--- config.mk ---
export PLATFORM = sky130hd
export DESIGN_NAME = sat_mac_pipe
export DESIGN_NICKNAME = d
export VERILOG_FILES = /design/src/rtl/sat_mac_pipe.sv
export SDC_FILE = /design/constraint.sdc
export NUM_CORES = 1
export LEC_CHECK = 0
export BUFFER_PORTS_ARGS = -buffer_cell sky130_fd_sc_hd__buf_4
export CAP_MARGIN = 20
export CORE_AREA = 2 2 239 241
export DETAILED_ROUTE_END_ITERATION = 12
export DIE_AREA = 0 0 241 243
export PLACE_DENSITY = 0.5
export SLEW_MARGIN = 10
export SYNTH_ARGS = -nofsm -noshare
export SYNTH_HDL_FRONTEND = slang
export SYNTH_SLANG_ARGS = --single-unit
--- constraint.sdc ---
create_clock -name clk -period 6.2 [get_ports clk]
set_clock_uncertainty 0.2 [all_clocks]
set_input_delay 0.62 -clock clk [delete_from_list [all_inputs] [get_ports clk]]
set_output_delay 0.62 -clock clk [all_outputs]
set_load 0.01 [all_outputs]
--- src/rtl/sat_mac_pipe.sv ---
// sat_mac_pipe: pipelined saturating fixed-point multiply-accumulate.
// Stage S1 registers operands, S2 holds the full-precision product, S3 holds
// the running sum. A final output register holds the scaled and clipped result.
// Every stage advances together on adv = ~out_valid | out_ready.
// Optional build macro SAT_MAC_ROUND_EN: round half up before clipping
// instead of truncating toward -inf.
module sat_mac_pipe #(
    parameter int WIDTH = 16,
    parameter int FRAC  = 10,
    parameter int GUARD = 4
) (
    input  logic             clk,
    input  logic             rst_n,
    input  logic             in_valid,
    output logic             in_ready,
    input  logic [WIDTH-1:0] in_a,
    input  logic [WIDTH-1:0] in_b,
    input  logic             in_first,
    input  logic             in_last,
    output logic             out_valid,
    input  logic             out_ready,
    output logic [WIDTH-1:0] out_data,
    output logic             out_sat
);
    localparam int PROD_W = 2 * WIDTH;
    localparam int ACC_W  = PROD_W + GUARD;

    // Clip limits and rounding constant, one bit wider than the accumulator.
    localparam logic signed [ACC_W:0] SAT_MAX = {{(ACC_W + 2 - WIDTH){1'b0}}, {(WIDTH - 1){1'b1}}};
    localparam logic signed [ACC_W:0] SAT_MIN = {{(ACC_W + 2 - WIDTH){1'b1}}, {(WIDTH - 1){1'b0}}};
`ifdef SAT_MAC_ROUND_EN
    localparam logic signed [ACC_W:0] RND_C   = {{ACC_W{1'b0}}, 1'b1} << (FRAC - 1);
`endif

    logic                     adv;

    logic                     s1_valid_q, s1_valid_d;
    logic [WIDTH-1:0]         s1_a_q, s1_a_d;
    logic [WIDTH-1:0]         s1_b_q, s1_b_d;
    logic                     s1_first_q, s1_first_d;
    logic                     s1_last_q, s1_last_d;

    logic                     s2_valid_q, s2_valid_d;
    logic [PROD_W-1:0]        s2_prod_q, s2_prod_d;
    logic                     s2_first_q, s2_first_d;
    logic                     s2_last_q, s2_last_d;

    logic                     s3_valid_q, s3_valid_d;
    logic                     s3_last_q, s3_last_d;
    logic [ACC_W-1:0]         acc_q, acc_d;

    logic                     out_valid_q, out_valid_d;
    logic [WIDTH-1:0]         out_data_q, out_data_d;
    logic                     out_sat_q, out_sat_d;

    logic [PROD_W-1:0]        a_ext, b_ext, prod;
    logic [ACC_W-1:0]         prod_acc;
    logic signed [ACC_W:0]    acc_x;
    logic signed [ACC_W:0]    scaled;
    logic [WIDTH-1:0]         res_data;
    logic                     res_sat;

    assign adv       = ~out_valid_q | out_ready;
    assign in_ready  = adv;
    assign out_valid = out_valid_q;
    assign out_data  = out_data_q;
    assign out_sat   = out_sat_q;

    // Full-precision signed product; sign-extending to 2*WIDTH keeps the low bits exact.
    always_comb begin
        a_ext    = {{WIDTH{s1_a_q[WIDTH-1]}}, s1_a_q};
        b_ext    = {{WIDTH{s1_b_q[WIDTH-1]}}, s1_b_q};
        prod     = a_ext * b_ext;
        prod_acc = {{GUARD{s2_prod_q[PROD_W-1]}}, s2_prod_q};
    end

    // Scale the completed sum back to the operand Q-format and clip to WIDTH bits.
    always_comb begin
`ifdef SAT_MAC_ROUND_EN
        // The extra top bit keeps the rounding add from wrapping.
        acc_x = $signed({acc_q[ACC_W-1], acc_q}) + RND_C;
`else
        acc_x = $signed({acc_q[ACC_W-1], acc_q});
`endif
        scaled = acc_x >>> FRAC;
        if (scaled > SAT_MAX) begin
            res_data = {1'b0, {(WIDTH - 1){1'b1}}};
            res_sat  = 1'b1;
        end else if (scaled < SAT_MIN) begin
            res_data = {1'b1, {(WIDTH - 1){1'b0}}};
            res_sat  = 1'b1;
        end else begin
            res_data = scaled[WIDTH-1:0];
            res_sat  = 1'b0;
        end
    end

    // Next-state for every stage: hold everything on stall, shift on adv.
    always_comb begin
        // NOTE: every _d gets a hold default first so no path leaves it unassigned (no latches).
        s1_valid_d  = s1_valid_q;
        s1_a_d      = s1_a_q;
        s1_b_d      = s1_b_q;
        s1_first_d  = s1_first_q;
        s1_last_d   = s1_last_q;
        s2_valid_d  = s2_valid_q;
        s2_prod_d   = s2_prod_q;
        s2_first_d  = s2_first_q;
        s2_last_d   = s2_last_q;
        s3_valid_d  = s3_valid_q;
        s3_last_d   = s3_last_q;
        acc_d       = acc_q;
        out_valid_d = out_valid_q;
        out_data_d  = out_data_q;
        out_sat_d   = out_sat_q;

        if (adv) begin
            s1_valid_d = in_valid;
            s1_a_d     = in_a;
            s1_b_d     = in_b;
            s1_first_d = in_first;
            s1_last_d  = in_last;

            s2_valid_d = s1_valid_q;
            s2_prod_d  = prod;
            s2_first_d = s1_first_q;
            s2_last_d  = s1_last_q;

            s3_valid_d = s2_valid_q;
            s3_last_d  = s2_last_q;
            // Bubbles leave the sum untouched; first restarts it, otherwise wrap-add.
            if (s2_valid_q) begin
                acc_d = s2_first_q ? prod_acc : acc_q + prod_acc;
            end

            // A completing last loads a fresh result; otherwise adv means any
            // pending result was just taken (or there was none), so drop valid.
            out_valid_d = s3_valid_q & s3_last_q;
            if (s3_valid_q & s3_last_q) begin
                out_data_d = res_data;
                out_sat_d  = res_sat;
            end
        end
    end

    // Stage registers, accumulator and output register.
    always_ff @(posedge clk or negedge rst_n) begin
        // NOTE: datapath registers are reset too; they are few and it makes the idle outputs defined.
        if (!rst_n) begin
            s1_valid_q  <= 1'b0;
            s1_a_q      <= '0;
            s1_b_q      <= '0;
            s1_first_q  <= 1'b0;
            s1_last_q   <= 1'b0;
            s2_valid_q  <= 1'b0;
            s2_prod_q   <= '0;
            s2_first_q  <= 1'b0;
            s2_last_q   <= 1'b0;
            s3_valid_q  <= 1'b0;
            s3_last_q   <= 1'b0;
            acc_q       <= '0;
            out_valid_q <= 1'b0;
            out_data_q  <= '0;
            out_sat_q   <= 1'b0;
        end else begin
            // NOTE: non-blocking so all stages sample the pre-edge values of their neighbours.
            s1_valid_q  <= s1_valid_d;
            s1_a_q      <= s1_a_d;
            s1_b_q      <= s1_b_d;
            s1_first_q  <= s1_first_d;
            s1_last_q   <= s1_last_d;
            s2_valid_q  <= s2_valid_d;
            s2_prod_q   <= s2_prod_d;
            s2_first_q  <= s2_first_d;
            s2_last_q   <= s2_last_d;
            s3_valid_q  <= s3_valid_d;
            s3_last_q   <= s3_last_d;
            acc_q       <= acc_d;
            out_valid_q <= out_valid_d;
            out_data_q  <= out_data_d;
            out_sat_q   <= out_sat_d;
        end
    end

endmodule

# Yosys cells after proc, flatten, opt, wreduce, memory -nomap -nowiden
# Cells that the tools add are included.
word_totals:
  regBits: 126
classes:
  reduce_logical: 2
  n_mul: 1
  n_addsub: 1
  muxes: 5
  n_bitwise: 3
  order_cmp: 2
ops:
  columns: ["cell", "count"]
  rows:
  - ["36-bit adder", 1]
  - ["36-bit two-way mux", 1]
  - ["16-bit by 16-bit multiplier with 32-bit output", 1]
  - ["16-bit two-way mux", 2]
  - ["26-bit by 16-bit greater-than comparator with 1-bit output (second input constant)", 1]
  - ["26-bit by 16-bit < comparator with 1-bit output (second input constant)", 1]
  - ["2-bit AND reduction", 2]
  - ["1-bit two-way mux", 2]
  - ["1-bit bitwise AND", 1]
  - ["1-bit NOT", 1]
  - ["1-bit OR", 1]

# Depth between registers and ports, before layout
# Gate-level depths: netlist of run 1.
depth:
  ltp_word: 3
  depth_mapped: 25
  mapped_depth_nobuf: 23

# Worst setup path before layout of run 1
# No wires, ideal clock.
synth_path:
  path_kind: "register to register"
  from: "reg s1_b_q[11]"
  to: "reg s2_prod_q[31]"
  slack_ns: -0.030
  path_stages_with_launch: 22
  required_time_ns: 5.868
  path_buffers: 2
  arrival_time_ns: 5.898
  synth_period_minus_slack_ns: 6.230
  path_cell_list: "dfrtp_1 -> clkbuf_1 -> clkbuf_1 -> nand2_1 -> fa_1 -> inv_1 -> fa_1 -> fa_1 -> fa_1 -> fa_1 -> inv_1 -> fa_1 -> inv_1 -> ha_1 -> and3_1 -> a221oi_1 -> a21oi_2 -> o21ai_2 -> a31oi_1 -> o41ai_2 -> mux2i_1 -> nand4_1"
synth_between:
  elab_chain_cells: 1
synth_lines:
  columns: ["element", "line_no", "source"]
  rows:
  - ["start: declaration", "39", "logic [WIDTH-1:0] s1_b_q, s1_b_d;"]
  - ["start signal: assignment", "152", "s1_b_q <= '0;"]
  - ["start signal: assignment", "169", "s1_b_q <= s1_b_d;"]
  - ["16-bit by 16-bit multiplier with 32-bit output", "73", "prod = a_ext * b_ext;"]
  - ["end signal: assignment", "173", "s2_prod_q <= s2_prod_d;"]
  - ["end: declaration", "44", "logic [PROD_W-1:0] s2_prod_q, s2_prod_d;"]
# Every way passes these cells.
# A chain may end at the register's enable or synchronous reset.

# Worst setup path after layout of run 1
layout_path:
  from: "reg s1_a_q[9]"
  to: "reg s2_prod_q[29]"
layout_between:
  elab_chain_cells: 1
layout_lines:
  columns: ["element", "line_no", "source"]
  rows:
  - ["start: declaration", "38", "logic [WIDTH-1:0] s1_a_q, s1_a_d;"]
  - ["start signal: assignment", "151", "s1_a_q <= '0;"]
  - ["start signal: assignment", "168", "s1_a_q <= s1_a_d;"]
  - ["16-bit by 16-bit multiplier with 32-bit output", "73", null]
# Every way passes these cells.

==> results of run 1 <==
-- routing by layer --
layer | vias up | part of all wire, % | global-route usage, %
li1 | 6163 | - | -
met1 | 6260 | 49 | 21.22
met2 | 173 | 46 | 25.11
met3 | 50 | 3.2 | 2.673
met4 | 0 | 1.7 | 3.776
met5 | - | 0 | 0
-- stage by stage --
step	setup slack (ps)	hold slack [ps]	instances	setup TNS, ps
3_3_place_gp	-91.33	257.9	2743	-212.6
3_5_place_dp	-140.3	259.8	2743	-448.2
6_report	35.33	-1.498	2801	0
4_1_cts	0.1052	5.623	2792	0
5_1_grt	-201.4	43.61	2801	-689.6
2_1_floorplan	6.235	124.4	1885	0
-- logic make-up after synthesis --
kind of cell	Yosys count	synth area share (%)
xor+xnor	58	3.042
compound gates	297	11.39
flops	126	18.88
simple gates	596	16.34
buf+inv	419	9.494
fa+ha+maj	380	40.30
mux	9	0.5470
-- state kept, by name, summed over array words and instances, names as in the netlist --
name and cells:
s1_valid_q 1, s1_b_q 16, acc_q 36, out_data 16, s3_valid_q 1, out_valid 1
s2_last_q 1, s2_first_q 1, s3_last_q 1, out_sat 1, s1_a_q 16, s2_valid_q 1
s1_last_q 1, s2_prod_q 32, s1_first_q 1
-- final timing paths --
kind,from,to,slack [ps],depth (start not counted)
max reg2reg,s1_a_q[9],s2_prod_q[29],40,22
max,s1_a_q[9],s2_prod_q[29],40,22
max in group asynchronous,rst_n,s1_a_q[9],4500,2
min reg2reg,s1_valid_q,s1_valid_q,270,2
min in group clk,in_b[9],s1_b_q[9],140,3
min,rst_n,acc_q[6],-1,1
-- final cells by class --
class / instances / area [um^2]
timing repair buffer: 203 / 1625
clock inverter: 15 / 165.2
multi-input combinational: 1340 / 12250
sequential: 126 / 3174
tap: 756 / 945.9
fill: 5808 / 36070
inverter: 344 / 1291
clock buffer: 17 / 425.4
-- cells in the mapped netlist (4+ instances only) --
cell      instances
inv_1           344
nand2_1         339
fa_1            263
dfrtp_1         126
and2_1          123
ha_1            117
o21ai_0          89
a21oi_1          78
clkbuf_1         67
nor2_1           60
xnor2_1          33
a21o_1           31
xor2_1           25
o21a_1           18
nand3_1          15
nor3_1           10
mux2i_1           8
nor2b_1           8
o21ai_1           8
o31ai_1           8
a31oi_1           7
and3_1            7
nand2b_1          7
nand4_1           7
o211ai_1          7
a211oi_1          6
o21bai_1          5
nor3b_1           4
-- worst max-delay path, delay by kind of cell, from the launching register on --
family,cells,cell delay [ps]
compound gates,6,1180
fa+ha+maj,7,3260
buf+inv,5,410
flops,1,460
mux,1,220
simple gates,3,310
-- timing repair --
item / CTS / global route
setup buffers: 17 / 9
resized for setup: 43 / 67
pin swaps: 34 / 68
gates cloned: 0 / 0
endpoints found under the setup margin: 6 / 14
==> metrics.txt, run 1 <==
Slew headroom=37.85%; RSZ-0062 raised after global routing=yes; Starting Density=29.84%; CTS tree=yes; Achievable Freq=162.2 MHz; CP Cell Sequence=buf_6 -> nand2_1 -> fa_1 -> fa_1 -> inv_2 -> fa_1 -> inv_2 -> fa_1 -> inv_2 -> fa_1 -> fa_1 -> ha_4 -> and4_4 -> a221o_1 -> o211ai_2 -> a21oi_2 -> o21ai_2 -> a31oi_4 -> buf_4 -> o21ai_2 -> mux2i_1 -> nand2_1; Nets=2450; status=complete, but fails checks; Synth area leader=fa_1; commonest non-fill, non-tap cells in the layout=335 x nand2_1, 329 x inv_1, 251 x fa_1, 177 x buf_4, 117 x and2_1; Final Hold Viols=1; measured slew at the worst slew-check pin=932.3 ps; most area-consuming cells after synthesis=fa_1 32%, dfrtp_1 19%, ha_1 8.8%, inv_1 7.7%, nand2_1 7.6%; Die Footprint=58560 um^2; synth unique cells=70; asr flop ratio synth=100.0%; Ports=57; TritonRoute pass-1 iters=7; first-pass GRT wire length=71.24 mm; Post-route DRC=0; hold-fix buffers at CTS=0; register area share after synthesis=18.88%; worst endpoint data arrival time=6330 ps; largest net degree at the start of global routing=79; Synth warnings=0; Startpoint Class=flop; Rows=87; WL per Instance=15.19 um; CTS Buf Count=17; Mapped Cells=1885; Core Util, Final=35.53%; Syn Area/Cell=8.858 um^2; via count=12650; critical path's largest stage delay=560 ps; Net Count, Synth=2303; diode count=0; worst endpoint required time=6360 ps; max-cap viol count=0; clk buf depth=2; failing checks=negative hold slack; Setup violations, final=0; Top FF cell, synth=dfrtp_1; DIE HEIGHT=243 um; number of global-route vias before repair=13450; fraction of final layout cells sized beyond drive strength 1=16.72%; Setup crit end kind=flop; Final period util=99.43%; min Tclk post-route=6165 ps; gr ovfl total=0; placed instance area=18690 um^2; DR iter-0 viols=607; top-area cell type share of the netlist area=31.53%; most common cell after layout, fill and taps aside=nand2_1; Post-synth EDFFs=0; clock sink count=126; area grow syn2layout=19.06%; count of state elements after synthesis=126; crit path kind=reg2reg; htree depth=4; drt via density=4.515; synthesized cell area=16700 um^2; clk slew on worst S/H paths=70 ps; CP Max Fanout=4; Hold WS=-1.498 ps; initial antenna violation count=0; hpwl dp=34.65 mm; total track usage=15.43%; core area=55950 um^2; root buffer cell=clkbuf_16; fin. max-slew vios=0; CP most frequent cell=fa_1; GP Congestion=0.8767; Clock Latency Late Sink=480 ps; cell area after layout=19880 um^2; crit path max-delay cell type=fa_1; Final ANT Viol Nets=0; total wire length=42.55 mm; Hold WC Path Type=in2async; die width=241 um; PortBufs=56
Power of run 1 is not shown: default switching activity piles up to over one toggle a cycle in this logic, so the estimate is an artifact.
==> inputs of run 2 (changes only) <==
--- a/config.mk
+++ b/config.mk
@@ -7,10 +7,10 @@
 export LEC_CHECK = 0
 export BUFFER_PORTS_ARGS = -buffer_cell sky130_fd_sc_hd__buf_4
 export CAP_MARGIN = 20
-export CORE_AREA = 2 2 239 241
+export CORE_AREA = 2 2 196 198
 export DETAILED_ROUTE_END_ITERATION = 12
-export DIE_AREA = 0 0 241 243
-export PLACE_DENSITY = 0.5
+export DIE_AREA = 0 0 198 200
+export PLACE_DENSITY = 0.67
 export SLEW_MARGIN = 10
 export SYNTH_ARGS = -nofsm -noshare
 export SYNTH_HDL_FRONTEND = slang
==> metrics.txt, run 2 (synthesis gave the netlist of run 1 again) <==
status=finished, final reports clean; worst endpoint required time=6320 ps (-40 ps); Achievable Freq=162.5 MHz (+0.15%); largest registers=acc_q (36), s2_prod_q (32); clock sink count=126 (unchanged); WL per Instance=15.56 um (+2.5%); Final ANT Viol Nets=0 (unchanged); clk buf depth=2 (unchanged); GP Congestion=0.9099 (+3.8%); Post-route DRC=0 (unchanged); Final Hold Viols=0 (-1); DR iter-0 viols=816 (+34%); CP Max Fanout=3 (-1); drt via density=5.086 (+13%); core area=37400 um^2 (-33%); Startpoint Class=flop; fin. max-slew vios=0 (unchanged); Clock Latency Late Sink=440 ps (-40 ps); area grow syn2layout=14.93%; number of global-route vias before repair=13500 (+0.43%); TritonRoute pass-1 iters=5 (-2); CTS tree=yes; DIE HEIGHT=200 um (-18%); most common cell after layout, fill and taps aside=nand2_1; largest net degree at the start of global routing=80 (+1.3%); htree depth=4 (unchanged); final std cells w/o fill=2520 (-10%); measured slew at the worst slew-check pin=1081 ps (+148.8 ps); Nets=2414 (-1.5%); total wire length=39.22 mm (-7.8%); Rows=71 (-18%); Biggest register=acc_q; placed cells=2461 (-10%); fraction of final layout cells sized beyond drive strength 1=14.58% (-2.1 points); die width=198 um (-18%); Setup violations, final=0 (unchanged); Hold WC Path Type=in2async; via count=12820 (+1.4%); min Tclk post-route=6155 ps (-9.201 ps); Setup crit end kind=flop; diode count=0 (unchanged); commonest non-fill, non-tap cells in the layout=339 x nand2_1, 334 x inv_1, 254 x fa_1, 151 x buf_4, 116 x and2_1; Starting Density=44.65% (+15 points); initial antenna violation count=0 (unchanged); max FFs per register=36 (unchanged); worst endpoint data arrival time=6270 ps (-60 ps); Hold WS=1.327 ps (+2.825 ps); hpwl dp=31.10 mm (-10%); RSZ-0062 raised after global routing=yes; Die Footprint=39600 um^2 (-32%); max-cap viol count=0 (unchanged); fill cell count=3455 (-41%); hold-fix buffers at CTS=0 (unchanged); PortBufs=56 (unchanged); Fin Setup TNS=0 ps (unchanged); gr ovfl total=0 (unchanged); root buffer cell=clkbuf_16; clk slew on worst S/H paths=60 ps (about the same); total track usage=21.44% (+6.0 points); Ports=57 (unchanged); crit path kind=reg2reg; first-pass GRT wire length=67.42 mm (-5.4%); Slew headroom=27.59% (-10 points); Final period util=99.28% (-0.15 points); CTS Buf Count=17 (unchanged)
==> run 2: changes by cell type in the layout (fill, tap and decap cells not counted), sizes merged <==
cell,change
buf,-35
clkbuf,-1
clkinv,+2
inv,-2
==> run 2: repair_timing <==
item,4_1_cts,5_1_grt
endpoints found under the setup margin,8,13
resized for setup,29,58
hold endpoints to repair,0,0
setup buffers,16,10
pin swaps,19,56
==> run 2: worst paths after layout <==
kind                           start  depth (start not counted)  slack [ps]       endpoint
max in group asynchronous      rst_n                          2        4530     s1_a_q[15]
setup / recovery           s1_b_q[6]                         22          40  s2_prod_q[31]
hold / removal                 rst_n                          1           1      s1_b_q[8]
hold reg to reg            s1_last_q                          2         260      s1_last_q
setup reg to reg           s1_b_q[6]                         22          40  s2_prod_q[31]
min in group clk            in_b[12]                          3         170     s1_b_q[12]
==> run 2: layout make-up <==
cell class / instances / area [um^2] / share of cell area, %
Inverter: 344 / 1291 / 6.728
Tap cell: 511 / 639.4 / 3.332
Timing Repair Buffer: 167 / 1330 / 6.931
Sequential cell: 126 / 3174 / 16.54
Clock buffer: 17 / 425.4 / 2.217
Multi-Input combinational cell: 1340 / 12180 / 63.47
Clock inverter: 15 / 150.1 / 0.7824
==> run 2: worst max-delay path: stages (launching register included) <==
cell and delay, ps:
dfrtp_2 430, buf_6 120, and2_4 130, fa_1 510, inv_2 40, fa_1 470
inv_1 50, fa_1 490, inv_2 40, fa_1 480, inv_2 40, fa_2 470
fa_1 600, ha_4 220, and4_4 170, a221o_1 350, o211ai_2 220, a21oi_2 100
o21ai_2 210, a31oi_2 140, o41ai_2 260, mux2i_1 220, nand4_1 80
==> run 2: stage by stage <==
| step | util (%) | worst slack, ps | instance area, um^2 |
|---|---|---|---|
| global placement | 48.45 | 14.25 | 18120 |
| detailed placement | 48.45 | -198.8 | 18120 |
| floorplan | - | 6.235 | 16700 |
| CTS | 50.53 | -4.369 | 18900 |
| finish | 51.31 | 44.53 | 19190 |
| global route | 51.31 | -233.5 | 19190 |
==> run 2: layer usage <==
layer / global-route usage [%] / routed length, um
met4: 4.762 / 469
met5: 0 / 0
met2: 36.48 / 18750
met1: 29.07 / 18200
met3: 3.377 / 1795
Power of run 2 is left out for the same reason.
==> inputs of run 3 (changes only) <==
--- a/config.mk
+++ b/config.mk
@@ -10,6 +10,7 @@
 export CORE_AREA = 2 2 196 198
 export DETAILED_ROUTE_END_ITERATION = 12
 export DIE_AREA = 0 0 198 200
+export HOLD_SLACK_MARGIN = 0.05
 export PLACE_DENSITY = 0.67
 export SLEW_MARGIN = 10
 export SYNTH_ARGS = -nofsm -noshare
==> metrics.txt, run 3 (synthesis gave the netlist of run 1 again) <==
status=finished, final reports clean; Hold Crit Start=in_b[12]; area occupied by multi-input gates=12180 um^2 (unchanged); Achievable Freq=162.4 MHz (about the same); root buffer cell=clkbuf_16; TritonRoute pass-1 iters=5 (unchanged); CP startpoint=s1_b_q[6]; Starting Density=44.65% (unchanged); Reg2Reg Depth=23 (+4.5%); R2R Path End=s2_prod_q[29]; crit path max-delay cell type=fa_1; CP most frequent cell=fa_1; worst endpoint data arrival time=6280 ps (about the same); initial antenna violation count=0 (unchanged); via count=12800 (-0.13%); clk slew on worst S/H paths=60 ps (about the same); final std cells w/o fill=2521 (+0.040%); Die Footprint=39600 um^2 (unchanged); drt via density=5.077 (-0.17%); measured slew at the worst slew-check pin=1077 ps (-3.918 ps); Final period util=99.30% (about the same); total wire length=39.29 mm (+0.20%); placed instance area=18120 um^2 (unchanged); Rows=71 (unchanged); largest registers=acc_q (36), s2_prod_q (32); largest net degree at the start of global routing=80 (unchanged); diode count=0 (unchanged); commonest non-fill, non-tap cells in the layout=339 x nand2_1, 334 x inv_1, 254 x fa_1, 151 x buf_4, 116 x and2_1; Setup crit end kind=flop; Reg-to-Reg Start=s1_b_q[6]; Setup violations, final=0 (unchanged); Biggest register=acc_q; fin. max-slew vios=0 (unchanged); crit path kind=reg2reg; max-cap viol count=0 (unchanged); DR iter-0 viols=780 (-4.4%); Fin Setup TNS=0 ps (unchanged); htree depth=4 (unchanged); Post-route DRC=0 (unchanged); fraction of final layout cells sized beyond drive strength 1=14.58% (about the same); number of global-route vias before repair=13510 (+0.074%); DIE HEIGHT=200 um (unchanged); Ports=57 (unchanged); Startpoint Class=flop; CP Cell Sequence=buf_6 -> and2_4 -> fa_1 -> inv_2 -> fa_1 -> inv_1 -> fa_1 -> inv_2 -> fa_1 -> inv_2 -> fa_2 -> fa_1 -> ha_4 -> and4_4 -> a221o_1 -> o211ai_2 -> a21oi_2 -> o21ai_2 -> a31oi_2 -> buf_4 -> o21ai_2 -> mux2i_1 -> nand2_1; Hold WC Path Type=in2reg; CTS tree=yes; Nets=2415 (+0.041%); WL per Instance=15.59 um (+0.16%); cell area after layout=19200 um^2 (about the same); clk buf depth=2 (unchanged); RSZ-0062 raised after global routing=yes; FF-to-FF setup slack=40 ps (about the same); PortBufs=56 (unchanged); clock sink count=126 (unchanged); die width=198 um (unchanged); Clock Latency Late Sink=440 ps (about the same); gr ovfl total=0 (unchanged); fill cell count=3457 (+0.058%); core area=37400 um^2 (unchanged); Final Hold Viols=0 (unchanged); first-pass GRT wire length=67.46 mm (about the same); Reg area=3174 um^2 (unchanged); hpwl dp=31.10 mm (unchanged); Hold Crit Depth=3; max FFs per register=36 (unchanged); Final ANT Viol Nets=0 (unchanged); Slew headroom=27.86% (+0.26 points); CTS Buf Count=17 (unchanged); min Tclk post-route=6156 ps (+0.9912 ps); hold endpoint=s1_b_q[12]; CP Max Fanout=3 (unchanged); worst endpoint required time=6330 ps (about the same); critical path's largest stage delay=600 ps (about the same); placed cells=2461 (unchanged); most common cell after layout, fill and taps aside=nand2_1; total track usage=21.45% (about the same); area grow syn2layout=14.99% (about the same); GP Congestion=0.9099 (unchanged)
run 3: how the worst max path moves through the flow:
stage                          to  depth (start not counted)
global route        s2_prod_q[31]                         22
detailed placement  s2_prod_q[31]                         21
floorplan           s2_prod_q[31]                         21
CTS                 s2_prod_q[31]                         21
global placement    s2_prod_q[31]                         21
finish              s2_prod_q[29]                         23
run 3: repair_timing:
action,4_1_cts,5_1_grt
setup buffers,16,10
hold buffers,1,0
setup endpoints to repair,8,13
pin swaps,19,56
resized for setup,29,58
endpoints found under the hold margin,35,0
run 3: per-layer routing:
metal	share of wire, %	up-vias	track usage [%]
met1	47	6388	29.08
met2	48	268	36.50
met5	0	-	0
met3	4.4	36	3.377
met4	1.3	0	4.762
li1	-	6108	-
run 3: critical path, delay by kind of cell, from the launching register on:
| family | cells | cell delay (ps) |
|---|---|---|
| adders and majority gates | 7 | 3240 |
| and+or+nand+nor | 3 | 360 |
| DFF | 1 | 430 |
| muxes | 1 | 210 |
| AOI/OAI and AO/OA | 6 | 1160 |
| buffers and inverters | 6 | 460 |
run 3: final cells by class:
| cell class | count | share of cell area [%] |
|---|---|---|
| inverters | 344 | 6.725 |
| clock buffers | 17 | 2.216 |
| flip-flops and latches | 126 | 16.53 |
| well taps | 511 | 3.330 |
| multi-input cells | 1340 | 63.44 |
| clock inverters | 15 | 0.7820 |
| repair buffers | 168 | 6.979 |
run 3: stage by stage:
stage	setup WS, ps	util [%]	hold WS (ps)
final	43.54	51.34	172.6
after global placement	14.25	48.45	250.4
after CTS	-4.369	50.55	155.5
after floorplan	6.235	-	124.4
after global routing	-233.5	51.34	165.0
after detailed placement	-198.8	48.45	255.4
Power of run 3 is left out for the same reason.
